--- src/rtl/cic_link_monitor.sv ---
// CIC link monitor: compares local/peer CIC bit streams, counts errors, detects a stalled
// link and sequences host reset/start. Optional DEAD recovery via CIC_LINK_MONITOR_RECOVER_EN.
module cic_link_monitor #(
    parameter int unsigned CHANNELS       = 2,
    parameter int unsigned WARMUP_BITS    = 16,
    parameter int unsigned ERR_LIMIT      = 1,
    parameter int unsigned TIMEOUT_CYCLES = 4096,
    parameter int unsigned CNT_W          = 16
) (
    input  logic                clk,
    input  logic                rst,
    input  logic                run_i,
    input  logic                bit_strobe_i,
    input  logic [CHANNELS-1:0] chan_en_i,
    input  logic [CHANNELS-1:0] stream_local_i,
    input  logic [CHANNELS-1:0] stream_peer_i,
    output logic                dead_o,
    output logic                rst_host_o,
    output logic                start_o,
    output logic [1:0]          state_o,
    output logic [CNT_W-1:0]    bit_count_o,
    output logic [CNT_W-1:0]    err_count_o
);

    localparam int unsigned WU_W = (WARMUP_BITS < 1) ? 1 : $clog2(WARMUP_BITS + 1);
    localparam int unsigned TO_W = (TIMEOUT_CYCLES < 2) ? 1 : $clog2(TIMEOUT_CYCLES);

    typedef enum logic [1:0] {
        S_IDLE   = 2'd0,
        S_WARMUP = 2'd1,
        S_RUN    = 2'd2,
        S_DEAD   = 2'd3
    } state_t;

    state_t            state_q;
    logic              dead_q;
    logic              rst_host_q;
    logic              start_q;
    logic [CNT_W-1:0]  bit_cnt_q, bit_cnt_d;
    logic [CNT_W-1:0]  err_cnt_q, err_cnt_d;
    logic [WU_W-1:0]   wu_cnt_q, wu_cnt_d;
    logic [TO_W-1:0]   to_cnt_q, to_cnt_d;
    logic              mismatch_c;
    logic              err_dead_c;
    logic              wu_done_c;
    logic              timeout_c;
`ifdef CIC_LINK_MONITOR_RECOVER_EN
    logic [2:0]        ok_cnt_q;
`endif

    // Saturating counter increments and per-cycle decision terms
    assign bit_cnt_d  = (&bit_cnt_q) ? bit_cnt_q : bit_cnt_q + CNT_W'(1);
    assign err_cnt_d  = (&err_cnt_q) ? err_cnt_q : err_cnt_q + CNT_W'(1);
    assign wu_cnt_d   = wu_cnt_q + WU_W'(1);
    assign to_cnt_d   = to_cnt_q + TO_W'(1);
    assign mismatch_c = |((stream_local_i ^ stream_peer_i) & chan_en_i);
    assign err_dead_c = (err_cnt_d >= CNT_W'(ERR_LIMIT));
    assign wu_done_c  = (wu_cnt_d == WU_W'(WARMUP_BITS));
    assign timeout_c  = (to_cnt_d >= TO_W'(TIMEOUT_CYCLES - 1));

    always_ff @(posedge clk or posedge rst) begin
        if (rst) begin
            state_q    <= S_IDLE;
            dead_q     <= 1'b0;
            rst_host_q <= 1'b1;
            start_q    <= 1'b0;
            bit_cnt_q  <= '0;
            err_cnt_q  <= '0;
            wu_cnt_q   <= '0;
            to_cnt_q   <= '0;
`ifdef CIC_LINK_MONITOR_RECOVER_EN
            ok_cnt_q   <= '0;
`endif
        end else begin
            case (state_q)
                S_IDLE: begin
                    bit_cnt_q <= '0;
                    err_cnt_q <= '0;
                    wu_cnt_q  <= '0;
                    to_cnt_q  <= '0;
                    if (run_i) begin
                        state_q <= S_WARMUP;
                    end
                end
                S_WARMUP: begin
                    if (!run_i) begin
                        state_q   <= S_IDLE;
                        bit_cnt_q <= '0;
                        err_cnt_q <= '0;
                        wu_cnt_q  <= '0;
                    end else if (WARMUP_BITS == 0 || (bit_strobe_i && wu_done_c)) begin
                        state_q    <= S_RUN;
                        start_q    <= 1'b1;
                        rst_host_q <= 1'b0;
                        to_cnt_q   <= '0;
                        wu_cnt_q   <= '0;
                    end else if (bit_strobe_i) begin
                        wu_cnt_q <= wu_cnt_d;
                    end
                end
                S_RUN: begin
                    // Dropping run aborts the exchange ahead of any error or timeout
                    if (!run_i) begin
                        state_q    <= S_IDLE;
                        start_q    <= 1'b0;
                        rst_host_q <= 1'b1;
                        bit_cnt_q  <= '0;
                        err_cnt_q  <= '0;
                        to_cnt_q   <= '0;
                    end else if (bit_strobe_i) begin
                        bit_cnt_q <= bit_cnt_d;
                        to_cnt_q  <= '0;
                        if (mismatch_c) begin
                            err_cnt_q <= err_cnt_d;
                            if (err_dead_c) begin
                                state_q    <= S_DEAD;
                                dead_q     <= 1'b1;
                                start_q    <= 1'b0;
                                rst_host_q <= 1'b1;
`ifdef CIC_LINK_MONITOR_RECOVER_EN
                                ok_cnt_q   <= '0;
`endif
                            end
                        end
                    end else begin
                        to_cnt_q <= to_cnt_d;
                        if (timeout_c) begin
                            state_q    <= S_DEAD;
                            dead_q     <= 1'b1;
                            start_q    <= 1'b0;
                            rst_host_q <= 1'b1;
`ifdef CIC_LINK_MONITOR_RECOVER_EN
                            ok_cnt_q   <= '0;
`endif
                        end
                    end
                end
                S_DEAD: begin
`ifdef CIC_LINK_MONITOR_RECOVER_EN
                    // Eight clean strobes in a row re-arm the link through WARMUP
                    if (bit_strobe_i) begin
                        if (mismatch_c) begin
                            ok_cnt_q <= '0;
                        end else if (ok_cnt_q == 3'd7) begin
                            state_q   <= S_WARMUP;
                            dead_q    <= 1'b0;
                            err_cnt_q <= '0;
                            wu_cnt_q  <= '0;
                            ok_cnt_q  <= '0;
                        end else begin
                            ok_cnt_q <= ok_cnt_q + 3'd1;
                        end
                    end
`endif
                end
                default: state_q <= S_IDLE;
            endcase
        end
    end

    assign state_o     = state_q;
    assign dead_o      = dead_q;
    assign rst_host_o  = rst_host_q;
    assign start_o     = start_q;
    assign bit_count_o = bit_cnt_q;
    assign err_count_o = err_cnt_q;

endmodule
--- config.mk ---
export PLATFORM = sky130hd
export DESIGN_NAME = cic_link_monitor
export DESIGN_NICKNAME = d
export VERILOG_FILES = /design/src/rtl/cic_link_monitor.sv
export SDC_FILE = /design/constraint.sdc
export NUM_CORES = 1
export LEC_CHECK = 0
export BUFFER_PORTS_ARGS = -buffer_cell sky130_fd_sc_hd__buf_2
export CAP_MARGIN = 20
export CORE_MARGIN = 4
export CORE_UTILIZATION = 45
export CTS_CLUSTER_SIZE = 16
export DETAILED_ROUTE_END_ITERATION = 10
export MAX_ROUTING_LAYER = met4
export SLEW_MARGIN = 20
export SYNTH_ARGS = -nofsm -noshare
export SYNTH_HDL_FRONTEND = slang
export SYNTH_SLANG_ARGS = --single-unit
export TNS_END_PERCENT = 10
--- constraint.sdc ---
create_clock -name clk -period 4.4 [get_ports clk]
set_input_delay 1.1 -clock clk [delete_from_list [all_inputs] [get_ports clk]]
set_output_delay 1.1 -clock clk [all_outputs]
set_load 0.1 [all_outputs]
==> results_dict.tcl <==
set metrics [dict create \
    status "complete, no violations" \
    antenna_found_initial 0 \
    synth_edf_count 0 \
    power.density_mw_per_mm2 396 \
    synth_area_per_cell_um2 8.60 \
    slew_headroom_pct 54.3 \
    port_buffers 46 \
    critPathArrivalTime_ns 3.19 \
    drive_gt1_share_pct 16.4 \
    viasPerCell 5.81 \
    p_leak_nw 1.67 \
    initial_utilization_pct 46.8 \
    clk_pin_slew_ns 0.10 \
    nets 451 \
    crit_path_start "err_count_o[0]" \
    overflow 0 \
    vias 3089 \
    power.switching_w 0.000653 \
    synth_flop_cell "dfrtp_1" \
    timing.rr.start "err_count_o[0]" \
    yosys_register_bits 54 \
    layoutNonFillerInstCount 532 \
    dieWidth_um 95.3 \
    max_clock_freq_ghz 0.338 \
    wl_per_cell_um 15.3 \
    hold_path_depth 1 \
    fin_crit_sh_pct 67.2 \
    dpl.cell_count 524 \
    drv_cap 0 \
    core_mm2 0.00733 \
    cts_post_setup_buffers_inserted 0 \
    io_pins 47 \
    final_cell_mix "dfrtp_1 (53), nand2_1 (49), buf_2 (46)" \
    cts_resized 0 \
    holdBufCountCts 0 \
    synth_cell_type_count 59 \
    worstSetupEndpointType "flip-flop" \
    setup_viol 0 \
    grt_max_degree 32 \
    cts_tree "done" \
    finalHoldViolCount 0 \
    routed_wl_um 8120 \
    hold_path_class "reg2reg" \
    finClkSkew_ns 0.0143 \
    yosysTopAreaCell "dfrtp_1" \
    intPower_w 0.000853 \
    placedInstanceArea_mm2 0.00369 \
    critPathRequiredTime_ns 4.63 \
    ys_top_cells_by_area "dfrtp_1 (39%), o21ai_0 (5.5%), nand2_1 (5.4%), nor2_1 (3.7%), ha_1 (3.3%)" \
    p_total_w 0.00151 \
    rr_worst_depth 8 \
    path_cells "ha_1 -> nand3_1 -> nor3_2 -> mux2_2 -> nor3_2 -> a41oi_2 -> o31ai_2 -> mux2i_1" \
    hold_path.startpoint "dead_o" \
    clk_latency_ns 0.31 \
    place.gp.congestion 0.858 \
    syn2layout_area_growth_pct 10.8 \
    grt_pass1_wl_um 13700 \
    cp_max_fo 9 \
    fin_area_mm2 0.00380 \
    cpMaxStageDelayCell "dfrtp_1" \
    synth.top_cell.area_share_pct 38.6 \
    worst_slew_pin_slew_ns 0.680 \
    peakVddDrop_uv 577 \
    place_hpwl_um 5850 \
    synth-seq-area-share_pct 39.4 \
    antenna_left 0 \
    netlist_area_mm2 0.00343 \
    drv_slew 0 \
    dr.first_iter.drc_count 183 \
    rsz0062_at_grt "false" \
    cts_root_buf "clkbuf_8" \
    firstDrtPassIters 4 \
    min_period_ns 2.96 \
    fin_setup_tns_ns 0 \
    yosysWarningCount 0 \
    numCtsBuffers 5 \
    worst_setup_path_start_kind "flip-flop" \
    syn_inst 399 \
    grt_use_total_pct 19.3 \
    crit_type "reg2reg" \
    syn_nets 418 \
    switching_share_pct 43.4 \
    die-area_mm2 0.00909 \
    slowest_delay_ns 0.51 \
    die_h_um 95.3 \
    row_count 31 \
    h-tree-depth 2 \
    drc 0 \
    seq_power_share_pct 36.9 \
    grt_pass1_vias 2861 \
    diodes 0 \
    clockPowerShare_pct 23.0 \
    cts.path.max_buffers 2 \
    clkSinkCount 54 \
    async_reset_ff_share_pct 100 \
    path_common_cell "nor3_2" \
    pwr-share-comb_pct 40.0 \
    final_common_cell "dfrtp_1" \
]
registers in the layout (all words and copies together), names as in the netlist:
signal       cells
dead_o           1
start_o          1
err_count_o     16
to_cnt_q        12
wu_cnt_q         5
bit_count_o     16
rst_host_o       1
state_o          2
synthesized netlist by cell type (4+ instances only):
| master | number |
|---|---|
| a21oi_1 | 19 |
| a31oi_1 | 8 |
| a41oi_1 | 4 |
| and2_1 | 4 |
| and3_1 | 7 |
| and4_1 | 7 |
| buf_2 | 7 |
| clkbuf_1 | 11 |
| dfrtp_1 | 53 |
| ha_1 | 9 |
| inv_1 | 11 |
| nand2_1 | 49 |
| nand3_1 | 20 |
| nand4_1 | 10 |
| nor2_1 | 34 |
| nor3_1 | 9 |
| o21ai_0 | 38 |
| o31ai_1 | 14 |
| xnor2_1 | 11 |
| xor2_1 | 10 |
layer usage:
layer | track usage, % | part of all wire, % | vias up
li1 | - | - | 1525
met1 | 26.4 | 48 | 1475
met5 | - | 0 | -
met4 | 4.21 | 0.90 | 0
met3 | 2.68 | 4.6 | 6
met2 | 30.5 | 47 | 83
cell type report:
cell class	count	area (µm²)
clock buffer	5	68.8
multi-input combinational	312	1920
fill	700	3530
inverter	11	41.3
sequential	54	1350
timing repair buffer	48	245
clock inverter	3	45.0
tap	99	124
power groups by stage:
stage	Clock, W	Sequential, W	Combinational (W)
final	0.000347	0.000556	0.000603
after global routing	0.000374	0.000563	0.000658
after CTS	0.000356	0.000556	0.000603
after detailed placement	0	0.000566	0.000603
after global placement	0	0.000565	0.000595
after floorplan	0	0.000699	0.000345
per-stage QoR:
step | hold WS, ns | setup slack [ns] | utilization (%)
2_1_floorplan | 0.484 | 1.30 | -
3_3_place_gp | 0.487 | 1.37 | 50.3
3_5_place_dp | 0.488 | 1.34 | 50.3
4_1_cts | 0.512 | 1.44 | 51.9
5_1_grt | 0.529 | 1.29 | 51.9
6_report | 0.514 | 1.44 | 51.9
path summary, 6_finish.rpt:
check                                  endpoint  slack, ns
max in group asynchronous       err_count_o[11]       2.74
min in group asynchronous           to_cnt_q[2]       0.87
worst max-delay path                 state_o[1]       1.44
worst min register to register           dead_o       0.51
worst max register to register       state_o[1]       1.44
worst min-delay path                     dead_o       0.51
worst max-delay path: cells and delay by family, from the launching register on:
family	cells	cell delay, ns
adders and majority gates	1	0.31
AOI/OAI and AO/OA	2	0.56
muxes	2	0.62
and+or+nand+nor	3	0.90
DFF	1	0.51
cells by family (layout without fill, tap and decap cells):
group                    after synthesis  after routing  share of synthesized area, %
AO/OA/AOI/OAI                        113            113                          21.7
buffers and inverters                 33             67                          4.52
multiplexers                           4              4                          1.20
XOR/XNOR                              21             21                          5.36
flip-flops                            54             54                          39.4
adder cells (fa/ha/maj)                9              9                          3.28
AND/OR/NAND/NOR                      165            165                          24.5
Note: power is estimated with default switching activity, not from simulation.
